File: src/rtl/cv32e40p_obi_initiator.sv
// OBI data-bus initiator: one pending request, in-order response tagging.
// Optional address alignment/misalignment pulse: CV32E40P_OBI_INIT_ALIGN_CHECK_EN.
module cv32e40p_obi_initiator #(
    parameter int ADDR_WIDTH      = 32,
    parameter int MAX_OUTSTANDING = 2
) (
    input  logic                  clk_i,
    input  logic                  rst_i,

    input  logic                  cmd_valid_i,
    output logic                  cmd_ready_o,
    input  logic [ADDR_WIDTH-1:0] cmd_addr_i,
    input  logic                  cmd_we_i,
    input  logic [3:0]            cmd_be_i,
    input  logic [31:0]           cmd_wdata_i,

    output logic                  data_req_o,
    input  logic                  data_gnt_i,
    output logic [ADDR_WIDTH-1:0] data_addr_o,
    output logic                  data_we_o,
    output logic [3:0]            data_be_o,
    output logic [31:0]           data_wdata_o,
    input  logic                  data_rvalid_i,
    input  logic [31:0]           data_rdata_i,

    output logic                  rsp_valid_o,
    output logic                  rsp_we_o,
    output logic [31:0]           rsp_rdata_o,

    output logic                  idle_o,
    output logic                  misalign_o
);

    localparam int CNT_W = 3;
    localparam int PTR_W = (MAX_OUTSTANDING > 1) ? $clog2(MAX_OUTSTANDING) : 1;
    localparam logic [CNT_W-1:0] MAX_CNT  = CNT_W'(MAX_OUTSTANDING);
    localparam logic [PTR_W-1:0] LAST_PTR = PTR_W'(MAX_OUTSTANDING - 1);

    typedef enum logic {ST_IDLE, ST_REQ} state_t;

    state_t                   state_reg;
    state_t                   state_next;

    logic [CNT_W-1:0]         cnt_reg;
    logic [CNT_W-1:0]         cnt_plus_req;
    logic [PTR_W-1:0]         wr_ptr_reg;
    logic [PTR_W-1:0]         rd_ptr_reg;
    logic [MAX_OUTSTANDING-1:0] tag_reg;

    logic [ADDR_WIDTH-1:0]    addr_reg;
    logic [ADDR_WIDTH-1:0]    issue_addr;
    logic                     we_reg;
    logic [3:0]               be_reg;
    logic [31:0]              wdata_reg;

    logic                     rsp_valid_reg;
    logic                     rsp_we_reg;
    logic [31:0]              rsp_rdata_reg;

    logic                     accept;
    logic                     grant;
    logic                     pop;

    // A new command may only enter when the slot frees this cycle and the
    // pending request (if any) still leaves room among the outstanding ones.
    assign cnt_plus_req = cnt_reg + {{(CNT_W-1){1'b0}}, data_req_o};
    assign cmd_ready_o  = (!data_req_o || data_gnt_i) && (cnt_plus_req < MAX_CNT);
    assign accept       = cmd_valid_i && cmd_ready_o;
    assign grant        = data_req_o && data_gnt_i;
    assign pop          = data_rvalid_i && (cnt_reg != '0);

    always_ff @(posedge clk_i) begin
        if (rst_i) begin
            state_reg <= ST_IDLE;
        end else begin
            state_reg <= state_next;
        end
    end

    always_comb begin
        state_next = state_reg;
        case (state_reg)
            ST_IDLE: if (accept) state_next = ST_REQ;
            ST_REQ:  if (data_gnt_i && !accept) state_next = ST_IDLE;
            default: state_next = ST_IDLE;
        endcase
    end

    always_comb begin
        data_req_o = (state_reg == ST_REQ);
    end

`ifdef CV32E40P_OBI_INIT_ALIGN_CHECK_EN
    logic misalign_reg;

    assign issue_addr = {cmd_addr_i[ADDR_WIDTH-1:2], 2'b00};

    // Pulse lines up with the first cycle the aligned request is on the bus.
    always_ff @(posedge clk_i) begin
        if (rst_i) begin
            misalign_reg <= 1'b0;
        end else begin
            misalign_reg <= accept && (cmd_addr_i[1:0] != 2'b00);
        end
    end

    assign misalign_o = misalign_reg;
`else
    assign issue_addr = cmd_addr_i;
    assign misalign_o = 1'b0;
`endif

    always_ff @(posedge clk_i) begin
        if (rst_i) begin
            addr_reg  <= '0;
            we_reg    <= 1'b0;
            be_reg    <= 4'h0;
            wdata_reg <= 32'h0;
        end else if (accept) begin
            addr_reg  <= issue_addr;
            we_reg    <= cmd_we_i;
            be_reg    <= cmd_be_i;
            wdata_reg <= cmd_wdata_i;
        end
    end

    assign data_addr_o  = addr_reg;
    assign data_we_o    = we_reg;
    assign data_be_o    = be_reg;
    assign data_wdata_o = wdata_reg;

    always_ff @(posedge clk_i) begin
        if (rst_i) begin
            cnt_reg <= '0;
        end else begin
            case ({grant, pop})
                2'b10:   cnt_reg <= cnt_reg + 1'b1;
                2'b01:   cnt_reg <= cnt_reg - 1'b1;
                default: cnt_reg <= cnt_reg;
            endcase
        end
    end

    // Tag FIFO remembers the direction of each granted transfer so the
    // response can report it in grant order.
    always_ff @(posedge clk_i) begin
        if (rst_i) begin
            wr_ptr_reg <= '0;
            rd_ptr_reg <= '0;
            tag_reg    <= '0;
        end else begin
            if (grant) begin
                tag_reg[wr_ptr_reg] <= data_we_o;
                wr_ptr_reg <= (wr_ptr_reg == LAST_PTR) ? '0 : wr_ptr_reg + 1'b1;
            end
            if (pop) begin
                rd_ptr_reg <= (rd_ptr_reg == LAST_PTR) ? '0 : rd_ptr_reg + 1'b1;
            end
        end
    end

    always_ff @(posedge clk_i) begin
        if (rst_i) begin
            rsp_valid_reg <= 1'b0;
            rsp_we_reg    <= 1'b0;
            rsp_rdata_reg <= 32'h0;
        end else begin
            rsp_valid_reg <= pop;
            if (pop) begin
                rsp_we_reg    <= tag_reg[rd_ptr_reg];
                rsp_rdata_reg <= data_rdata_i;
            end
        end
    end

    assign rsp_valid_o = rsp_valid_reg;
    assign rsp_we_o    = rsp_we_reg;
    assign rsp_rdata_o = rsp_rdata_reg;
    assign idle_o      = !data_req_o && (cnt_reg == '0);

endmodule

File: config.mk
export PLATFORM = sky130hd
export DESIGN_NAME = cv32e40p_obi_initiator
export DESIGN_NICKNAME = d
export VERILOG_FILES = /design/src/rtl/cv32e40p_obi_initiator.sv
export SDC_FILE = /design/constraint.sdc
export NUM_CORES = 1
export LEC_CHECK = 0
export CAP_MARGIN = 20
export CORE_UTILIZATION = 42
export CTS_CLUSTER_DIAMETER = 50
export CTS_CLUSTER_SIZE = 25
export DETAILED_ROUTE_END_ITERATION = 8
export GPL_ROUTABILITY_DRIVEN = 0
export PLACE_DENSITY = 0.81
export SYNTH_ARGS = -nofsm -noshare
export SYNTH_HDL_FRONTEND = slang
export SYNTH_SLANG_ARGS = --single-unit
File: constraint.sdc
create_clock -name clk_i -period 3 [get_ports clk_i]
set_clock_uncertainty 0.1 [all_clocks]
set_input_delay 0.75 -clock clk_i [delete_from_list [all_inputs] [get_ports clk_i]]
set_output_delay 0.75 -clock clk_i [all_outputs]
set_load 0.01 [all_outputs]
* Word level (Yosys, flattened, before mapping) *
Index checks and enable logic that the tools add are counted.

operators by class
  add/sub/neg operators = 5
  multipliers = 0
  div/mod/pow operators = 0
  magnitude comparators = 4
  equal/unequal tests = 2
  shift-type cells = 0
  mux-type cells = 11
  bitwise gates (word level) = 1
  reduce and logical (&&, ||, !) cells = 13

operators with widths
  operator                                                     count
  logical AND 1 bit                                            7
  2-to-1 mux 1 bit                                             7
  case mux 3 bit (2 select lines)                              1
  less-than comparator 1 x 2 -> 1 bit (second input constant)  2
  adder 3 x 1 -> 3 bit                                         1
  adder 3 x 1 -> 3 bit (second input constant)                 1
  zero test 3 bit                                              1
  less-than comparator 3 x 2 -> 1 bit (second input constant)  1
  nonzero test 3 bit                                           1
  subtractor 3 x 1 -> 3 bit (second input constant)            1
  adder 1 bit (second input constant)                          2
  bitwise mux 2 bit                                            1
  == test 2 x 1 -> 1 bit (second input constant)               1
  == test 2 bit (second input constant)                        1
  zero test 1 bit                                              2
  case mux 1 bit (2 select lines)                              1
  nonzero test 2 bit                                           1
  demux 1 bit (select 1 bit)                                   1
  greater-or-equal comparator 1 bit (second input constant)    1
  logical OR 1 bit                                             1
  NOT 1 bit                                                    1

word-level totals
  flip-flop bits (word level) = 111
  bits in latches = 0
  bits in writable memories = 0
  memory bits (read-only) = 0
  word-level logic and storage cells = 48
  memories = 0

* Longest topological paths before layout *
Gate-level depths: netlist of the first run.

  word-level depth = 8
  depth in mapped cells = 9
  gate-level depth less buffers = 8

* Least setup slack after synthesis of the first run *
No wires, ideal clock.

  path type = input to register
  from = in data_rvalid_i
  to = reg cnt_reg[2]
  setup time = 70 ps
  data arrival time = 2410 ps
  data required time = 2830 ps
  setup slack = 419 ps
  cell stages on the path = 9
  path buffers = 1
  cells stage by stage = o31ai_4 > inv_2 > buf_2 > ha_1 > inv_1 > fa_1 > xor2_1 > or3_2 > a21oi_1

between the ends
  word-level cells in the longest chain between the ends = 3
  elaborated cells on any way between the ends = 5

ends and longest elaborated chain
  item                                                                   line  RTL
  from (decl)                                                            23    input logic data_rvalid_i,
  logical AND 1 bit (*)                                                  70    assign pop = data_rvalid_i && (cnt_reg != '0);
  named net pop                                                          62    logic pop;
  == test 2 x 1 -> 1 bit or == test 2 bit (tied branches)                136   case ({grant, pop})
  case mux 3 bit (2 select lines) or nonzero test 2 bit (tied branches)  n/a
  to (signal assigned)                                                   137   2'b10: cnt_reg <= cnt_reg + 1'b1;
  to (signal assigned)                                                   138   2'b01: cnt_reg <= cnt_reg - 1'b1;
  to (signal assigned)                                                   139   default: cnt_reg <= cnt_reg;
  to (decl)                                                              44    logic [CNT_W-1:0] cnt_reg;

The timed path passes the listed nets; every way through them passes the cells marked *.
A chain may end at the register's enable or synchronous reset.

* Worst setup path after layout of the first run *
  from = in data_gnt_i
  to = reg cnt_reg[2]

between the ends
  word-level cells in the longest chain between the ends = 3
  elaborated cells on any way between the ends = 5

ends and longest elaborated chain
  item                                                                   line  RTL
  from (decl)                                                            18    input logic data_gnt_i,
  logical AND 1 bit (*)                                                  69    assign grant = data_req_o && data_gnt_i;
  == test 2 x 1 -> 1 bit or == test 2 bit (tied branches)                136
  case mux 3 bit (2 select lines) or nonzero test 2 bit (tied branches)  n/a

Every way passes the cells marked *; elsewhere a longest branch is shown, timed or not.

==> results.toml, run 1 <==
[logic_synthesis]
ys_ff_latch = 111
synth_nets = 598
ys_types = 30
synth-compound-area-share_pct = 4.74
ys.warnings.count = 0
synth-seq-area-share_pct = 47.0
postSynthAreaPerCell_um2 = 9.67
syn_area_um2 = 4730
synthAdderAreaFrac_pct = 0.952
synth_top_family_by_area = "simple AND/OR/NAND/NOR gates"
synthXorXnorAreaFrac_pct = 0.926
syn_inst = 489
synthMuxAreaShare_pct = 15.0
synthSimpleGateAreaFrac_pct = 25.4

[setup_path]
cp.arrival_ns = 2.78
worst-path-max-fanout = 3
endpoint_kind = "flop"
setup.worst_path.start = "data_gnt_i"
path_class = "input pin to flop"
r2r-end = "data_addr_o[19]$_SDFFE_PP0P_"
regToRegSetupSlack_ns = 0.79
cp.required_ns = 3.20
reg2reg_depth = 6
cp-start-kind = "input pin"
rr_startpoint = "data_req_o$_SDFF_PP0_"
cp-endpoint = "cnt_reg[2]$_SDFFE_PP0P_"

[detailed_routing]
ant_nets = 0
drt-vias-per-instance = 4.65
drt_iter0_drc = 219
wl_per_cell_um = 13.3
wl_um = 11000
vias = 3853
dr.pass1.iters = 6
route.detailed.drc = 0

[die]
die_area_um2 = 11700
core_um2 = 10900
die_x_um = 108
initial_core_util_pct = 43.4
rows = 38
io_pins = 213
dieHeight_um = 108

[place]
dp_hpwl_um = 7890
placedCellCount = 813
io_buffers = 211

[sta]
finalMaxSlewViolations = 0
fmax_mhz = 388
setup_viol_count_final = 0
finalHoldViolCount = 0
post-route-min-period_ns = 2.58
rsz0062_at_grt = "false"
worst_pin_slew_ns = 0.516
tns_ns = 0
finalCritPeriodShare_pct = 86.0
max_slew_margin_pct = 65.6

[cells_and_area]
num_antenna_cells = 0
fin_util_pct = 64.7
area_growth_pct = 49.0
final_cells = 829
drive_gt1_share_pct = 4.64
fin_nets = 793

[outcome]
outcome = "complete, no violations"

[power]
power_leakage_nw = 2.66
vdd_ir_drop_max_mv = 0.351
power_density_nw_per_um2 = 624

[clock_network]
post_cts_buffers = 0
clock_sinks = 111
cts_tree = "done"
clk_latency_ns = 0.35
clockBufferDepth = 2
clockRootBuffer = "clkbuf_8"
htreeDepth = 3
cts_buffers = 9
clk_pin_slew_ns = 0.10

[flow_run]
max-cap-violations = 0

[worst_hold_path]
hp-class = "flop to flop"

[global_route]
grt_pass1_vias = 3655
grt_remaining_overflow = 0
grt_max_degree = 71
grt_pass1_wl_um = 17100
antenna_found_initial = 0
grt_usage_pct = 18.5
-- critical path, stage by stage --
cell	delay [ns]
clkdlybuf4s50_1	0.42
buf_4	0.15
nand2_1	0.12
ha_1	0.20
inv_1	0.06
fa_1	0.37
xor2_1	0.16
or3_2	0.41
a21oi_1	0.14
-- power by group --
part / switching (mW) / total [mW] / internal, mW
clock network: 0.493 / 0.898 / 0.405
registers: 0.155 / 1.89 / 1.73
logic: 0.712 / 1.61 / 0.895
-- synthesized netlist by cell type (all sizes together) --
library cell	count	area, um^2
nor3	1	5.00
nand2b	138	863
and2b	1	10.0
o21ai	2	10.0
o21ba	1	10.0
o31ai	1	21.3
nand3	1	5.00
inv	4	15.0
nor2	8	30.0
a21oi	35	175
a211oi	1	7.51
nand2	65	244
nand4b	1	8.76
mux2i	71	711
nor4	1	6.26
xnor2	1	8.76
clkbuf	20	75.1
or3	1	7.51
ha	2	25.0
conb	1	3.75
xor2	4	35.0
buf	15	189
fa	1	20.0
dfxtp	111	2220
and2	1	6.26
nor4b	1	15.0
-- cells by family (layout without fill, tap and decap cells) --
kind of cell / after synthesis / after routing
AND/OR/NAND/NOR: 219 / 219
flip-flops: 111 / 111
multiplexers: 71 / 71
AO/OA/AOI/OAI: 40 / 40
buffers and inverters: 39 / 239
XOR/XNOR: 5 / 5
adder cells (fa/ha/maj): 3 / 3
other: 1 / 1
-- timing repair --
action	in CTS	in global routing
endpoints found under the setup margin	0	1
gates resized for setup	0	2
hold buffers	0	0
-- per-stage QoR --
stage	total power [mW]	worst slack [ns]	instance area [um^2]	hold slack [ns]
5_1_grt	4.66	0.284	7050	0.376
2_1_floorplan	2.85	0.419	4730	0.353
3_5_place_dp	3.54	0.0335	6840	0.348
3_3_place_gp	3.50	0.0555	6840	0.342
6_report	4.40	0.420	7050	0.362
4_1_cts	4.45	0.0460	7040	0.362
-- routing by layer --
| layer | part of all wire [%] | GRT usage [%] | vias up |
|---|---|---|---|
| li1 | - | - | 1955 |
| met1 | 41 | 21.5 | 1727 |
| met2 | 47 | 31.2 | 158 |
| met3 | 11 | 6.57 | 13 |
| met4 | 1.5 | 6.85 | 0 |
| met5 | 0 | 0 | - |
-- worst min-delay path by stage --
stage	depth (start not counted)	to	from
finish	2	rsp_rdata_o[19]$_SDFFE_PP0P_	rsp_rdata_o[19]$_SDFFE_PP0P_
global route	2	rsp_rdata_o[7]$_SDFFE_PP0P_	rsp_rdata_o[7]$_SDFFE_PP0P_
CTS	2	rsp_rdata_o[13]$_SDFFE_PP0P_	rsp_rdata_o[13]$_SDFFE_PP0P_
detailed placement	2	rsp_rdata_o[13]$_SDFFE_PP0P_	rsp_rdata_o[13]$_SDFFE_PP0P_
global placement	2	rsp_rdata_o[5]$_SDFFE_PP0P_	rsp_rdata_o[5]$_SDFFE_PP0P_
floorplan	2	tag_reg[0]$_SDFFE_PP0P_	tag_reg[0]$_SDFFE_PP0P_
-- layout make-up --
cell class	instances	area [um^2]
multi-input cells	339	2240
clock inverters	6	60.1
repair buffers	219	2200
well taps	140	175
fillers	891	3840
inverters	4	15.0
flip-flops and latches	111	2220
clock buffers	10	138
-- cells in the final DEF, fill, tap and decap left out, drive strengths merged --
master	n
nand2	65
buf	9
nor4	1
and2	1
clkbuf	10
o21ba	1
clkinvlp	2
conb	1
nor2	8
ha	2
nor4b	1
mux2i	71
xor2	4
and2b	1
nand2b	138
inv	4
nand4b	1
a21oi	35
xnor2	1
or3	1
nand3	1
o21ai	2
clkinv	3
bufinv	1
clkdlybuf4s50	209
dfxtp	111
o31ai	1
nor3	1
dlymetal6s2s	1
a211oi	1
fa	1
Power figures use the tool's default switching activity.
==> inputs of run 2 (changes only) <==
Settings changed: ABC_AREA set to 1, CORE_MARGIN set to 2, CORE_UTILIZATION 42 to 43.
==> run 2 against run 1 <==
Final area grew 7.5%. Cell count grew 37%. Critical path depth is 4 lower. Wire length increased by 20%. Utilization increased by 1.3 points. Global-route usage grew 2.4 points. Clock power grew 22%. Sequential cell count is the same. Fmax is 0.23% lower. Non-clock buffer count rose by 3. Sequential power increased by 3%.
==> results.toml, run 2 <==
[logic_synthesis]
synth_nets = 907
ys_types = 20
netlist_top_cells_area = "dfxtp_1 (44%), inv_1 (16%), nand2_1 (11%)"
async_flop_share_pct = 0
ys_ff_latch = 111
yosys-top-cells-count = "inv_1 (215), nand2_1 (155), nor2_1 (148), dfxtp_1 (111), nand4_1 (69)"
synth-seq-area-share_pct = 43.6
syn_area_um2 = 5090
synth.top_cell.area_share_pct = 43.6
syn_inst = 798
synth_top_area_cell = "dfxtp_1"
yosysMostFrequentCell = "inv_1"
ys.warnings.count = 0
synth_ff_type = "dfxtp_1"
postSynthAreaPerCell_um2 = 6.38
synth_edf_count = 0

[sta]
tns_ns = 0
timing.hold.ws_ns = 0.368
finalHoldViolCount = 0
rsz0062_at_grt = "false"
finalMaxSlewViolations = 0
finalCritPeriodShare_pct = 86.2
setup_slack_ns = 0.414
worst_pin_slew_ns = 0.776
max_slew_margin_pct = 48.2
setup_viol_count_final = 0
fmax_mhz = 387
post-route-min-period_ns = 2.59

[setup_path]
cp-start-kind = "input pin"
cp.required_ns = 2.15
slowest_delay_ns = 0.48
cp_cell_sequence = "clkdlybuf4s50_1 > inv_1 > a21oi_4 > and2_1 > dlymetal6s2s_1"
path_class = "input pin to primary output"
crit_family = "buffers and inverters"
endpoint_kind = "primary output"
cp.arrival_ns = 1.74
cp_slowest_cell = "clkdlybuf4s50_1"
worst-path-max-fanout = 2
crit_buf_inv = 3

[cells_and_area]
drive_gt1_share_pct = 3.34
fin_nets = 1093
num_antenna_cells = 0
area_growth_pct = 48.6
n_fill_cell = 1018
final_cell_area_um2 = 7570
most-common-layout-cells = "inv_1 (215), clkdlybuf4s50_1 (209), nand2_1 (154)"
mostFrequentLayoutCell = "inv_1"

[die]
rows = 39
initial_core_util_pct = 44.4
dieHeight_um = 113
die_area_um2 = 12700
die_x_um = 113
io_pins = 213
core_um2 = 11500

[power]
finalPower_mw = 5.08
p_sw_mw = 1.75
p_int_mw = 3.34
power_density_nw_per_um2 = 671
clkPwrFrac_pct = 21.7
power_leakage_nw = 3.84
vdd_ir_drop_max_mv = 0.426
power.share.sequential_pct = 38.1
combPwrFrac_pct = 40.2
swShare_pct = 34.4

[clock_network]
clockRootBuffer = "clkbuf_16"
cts_hold_buf = 0
htreeDepth = 3
clockBufferDepth = 2
clock_sinks = 111
cts_buffers = 9
post_cts_buffers = 0
clk_pin_slew_ns = 0.07
clk_latency_ns = 0.35
cts_tree = "done"
postCtsResizedCells = 0

[global_route]
grt_pass1_vias = 4729
grt_max_degree = 71
grt_remaining_overflow = 0
antenna_found_initial = 0
grt_pass1_wl_um = 21800
grt_usage_pct = 20.9

[detailed_routing]
vias = 5047
route.detailed.drc = 0
ant_nets = 0
drt-vias-per-instance = 4.46
drt_iter0_drc = 331
wl_um = 13200
wl_per_cell_um = 11.7
dr.pass1.iters = 4

[place]
io_buffers = 211
dpl-instance-area_um2 = 7300
dp_hpwl_um = 8930
pre_cts_ws_ns = 0.0524

[worst_hold_path]
hp-class = "flop to flop"

[flow_run]
max-cap-violations = 0

[outcome]
outcome = "complete, no violations"
==> run 2: changes by cell type after synthesis, sizes merged, moves of 29 or more <==
cell and change:
a21oi -29, nand4 +69, mux2i -71, nor2 +140
nand2b -138, nand2 +90, inv +213, o21ai +34
==> run 2: tightest hold or removal path: stages, from the launching register on <==
cell     delay [ns]
dfxtp_1        0.32
nand2_1        0.06
a21oi_1        0.05
==> run 2: per-stage QoR <==
step                util, %  instances
floorplan                 -        798
global placement       63.7       1116
detailed placement     63.7       1116
CTS                    66.0       1132
global route           66.0       1132
finish                 66.0       1132
==> run 2: power groups by stage <==
stage,registers [mW],clock network [mW],logic [mW]
6_report,1.94,1.10,2.04
4_1_cts,1.94,1.14,2.07
2_1_floorplan,2.11,0,0.948
3_5_place_dp,1.97,0,2.06
5_1_grt,1.98,1.21,2.30
3_3_place_gp,1.96,0,2.03
==> run 2: path summary, 6_finish.rpt <==
path | depth (start not counted) | to | startpoint | slack (ns)
hold reg to reg | 2 | tag_reg[1]$_SDFFE_PP0P_ | tag_reg[1]$_SDFFE_PP0P_ | 0.37
setup reg to reg | 10 | data_wdata_o[14]$_SDFFE_PP0P_ | data_req_o$_SDFF_PP0_ | 0.52
hold / removal | 2 | tag_reg[1]$_SDFFE_PP0P_ | tag_reg[1]$_SDFFE_PP0P_ | 0.37
setup / recovery | 5 | cmd_ready_o | data_gnt_i | 0.41
==> run 2: kinds of logic after synthesis <==
family	count (synthesis)	share of synthesized area, %
compound gates	42	4.20
other cells	1	0.0736
flops	111	43.6
fa+ha+maj	3	0.884
simple gates	376	31.3
buf+inv	265	19.9
==> run 2: per-layer routing <==
metal	up-vias	global-route usage (%)	share of wire (%)
li1	2696	-	-
met1	2163	24.4	42
met2	159	34.8	46
met3	29	6.86	8.5
met4	0	9.67	3.2
met5	-	0	0
==> run 2: area by class of cell <==
cell class                 count  area, um^2  area share [%]
inverter                     218         818            10.8
tap                          143         179            2.36
sequential                   111        2220            29.4
multi-input combinational    422        1870            24.7
clock buffer                  10         229            3.02
clock inverter                 6        37.5           0.496
timing repair buffer         222        2220            29.3
==> inputs of run 3 (changes only) <==
Settings changed: CELL_PAD_IN_SITES_DETAIL_PLACEMENT set to 0, CELL_PAD_IN_SITES_GLOBAL_PLACEMENT set to 1, CORE_UTILIZATION 43 to 29, GPL_TIMING_DRIVEN set to 0, PLACE_DENSITY 0.81 to not set, PLACE_DENSITY_LB_ADDON set to 0.1.
==> run 3 against run 2 <==
Die area up 46%. Utilization is 21 points lower. Hold slack gained 0.0096 ns. Power rose by 4.2%. Critical path type unchanged. Largest cell class is now buffers. Largest power group unchanged.
==> results.toml, run 3 (synthesis gave the netlist of run 2 again) <==
[outcome]
outcome = "complete, no violations"

[clock_network]
clk_latency_ns = 0.36
htreeDepth = 3
cts_tree = "done"
cts_buffers = 9
clockRootBuffer = "clkbuf_16"
cts_hold_buf = 0
clock_sinks = 111
clk_pin_slew_ns = 0.08
clockBufferDepth = 2

[flow_run]
max-cap-violations = 0

[power]
swShare_pct = 34.6
power_density_nw_per_um2 = 678
p_sw_mw = 1.83
combPwrFrac_pct = 39.6
vdd_ir_drop_max_mv = 0.339
power.share.sequential_pct = 36.7
power_leakage_nw = 3.90
p_int_mw = 3.46
clkPwrFrac_pct = 23.7

[sta]
setup_viol_count_final = 0
rsz0062_at_grt = "false"
timing.hold.ws_ns = 0.378
tns_ns = 0
finalMaxSlewViolations = 0
finalHoldViolCount = 0
post-route-min-period_ns = 2.90
finalCritPeriodShare_pct = 96.8
worst_pin_slew_ns = 0.505
fmax_mhz = 344
max_slew_margin_pct = 66.4

[global_route]
grt_remaining_overflow = 0
grt_max_degree = 20
antenna_found_initial = 1
grt_pass1_vias = 4707
grt_pass1_wl_um = 23400
grt_usage_pct = 16.0

[setup_path]
cp_cell_sequence = "clkdlybuf4s50_1 > inv_1 > a21oi_4 > clkbuf_8 > and2_1 > dlygate4sd2_1"
cp_slowest_cell = "clkdlybuf4s50_1"
path_class = "input pin to primary output"
cp.required_ns = 2.15
slowest_delay_ns = 0.49
regToRegSetupSlack_ns = 0.61
cp.arrival_ns = 2.05
endpoint_kind = "primary output"
reg2reg_depth = 14
worst-path-max-fanout = 10
cp-start-kind = "input pin"

[detailed_routing]
met2WireLength_um = 6920
top_layer_used = "met4"
wl_per_cell_um = 12.0
wl_um = 15000
drt-met1-wl_um = 6700
dr.pass1.iters = 4
vias = 5072
route.detailed.drc = 0
drt-vias-per-instance = 4.06
ant_nets = 0
wl_met3_um = 1130
drt_iter0_drc = 133

[place]
dp_hpwl_um = 10700
io_buffers = 210

[die]
die_area_um2 = 18600
rows = 48
core_um2 = 17200
dieHeight_um = 137
initial_core_util_pct = 29.6
die_x_um = 137
io_pins = 213

[cells_and_area]
fin_nets = 1129
num_antenna_cells = 0
drive_gt1_share_pct = 3.80
mostFrequentLayoutCell = "inv_1"
most-common-layout-cells = "inv_1 (215), clkdlybuf4s50_1 (209), nand2_1 (154)"
area_growth_pct = 53.5

[worst_hold_path]
hold_depth = 2
hp-class = "flop to flop"
==> run 3: cell count changes in the layout (fill, tap and decap cells not counted), sizes merged <==
| cell | delta |
|---|---|
| bufinv | +1 |
| buf | +9 |
| inv | +1 |
| clkbuf | +26 |
| dlygate4sd2 | +1 |
| clkinvlp | -1 |
| dlymetal6s2s | -1 |
==> run 3: through the flow <==
stage / utilization (%) / instance area, um^2 / power, mW / std cells / setup WS, ns
after floorplan: - / 5090 / 3.06 / 798 / 0.623
after detailed placement: 43.4 / 7480 / 4.08 / 1233 / -0.817
after global placement: 43.4 / 7480 / 4.08 / 1233 / -0.793
after CTS: 45.3 / 7820 / 5.39 / 1250 / 0.0873
final: 45.4 / 7820 / 5.30 / 1250 / 0.0956
after global routing: 45.4 / 7820 / 5.71 / 1250 / 0.0350
==> run 3: worst paths after layout <==
check | startpoint | endpoint
worst min register to register | tag_reg[1]$_SDFFE_PP0P_ | tag_reg[1]$_SDFFE_PP0P_
worst min-delay path | tag_reg[1]$_SDFFE_PP0P_ | tag_reg[1]$_SDFFE_PP0P_
worst max-delay path | data_gnt_i | cmd_ready_o
worst max register to register | cnt_reg[1]$_SDFFE_PP0P_ | cnt_reg[2]$_SDFFE_PP0P_
==> run 3: area by class of cell <==
| cell class | instances | area (um^2) |
|---|---|---|
| clock buffer | 9 | 225 |
| tap | 225 | 282 |
| inverter | 218 | 818 |
| clock inverter | 7 | 80.1 |
| timing repair buffer | 211 | 2110 |
| sequential | 111 | 2220 |
| buffer | 47 | 210 |
| fill | 1859 | 9420 |
| multi-input combinational | 422 | 1870 |
==> run 3: timing repair <==
action	in CTS	in global routing
setup buffers	1	0
pin swaps	1	0
setup endpoints to repair	1	1
resized for setup	9	2
==> run 3: power groups by stage <==
stage,Clock [mW],Sequential (mW),Combinational [mW]
CTS,1.30,1.95,2.13
finish,1.26,1.94,2.10
global route,1.36,1.99,2.36
global placement,0,1.97,2.11
detailed placement,0,1.98,2.10
floorplan,0,2.11,0.948
==> run 3: layer usage <==
metal / vias up / global-route usage (%)
met5: - / 0
met4: 0 / 5.03
met3: 13 / 5.63
met2: 123 / 26.0
met1: 2167 / 20.0
li1: 2769 / -
==> run 3: critical path, delay by kind of cell <==
family / cells / cell delay [ns]
AND/OR/NAND/NOR: 1 / 0.12
buffers and inverters: 4 / 1.02
AO/OA/AOI/OAI: 1 / 0.17
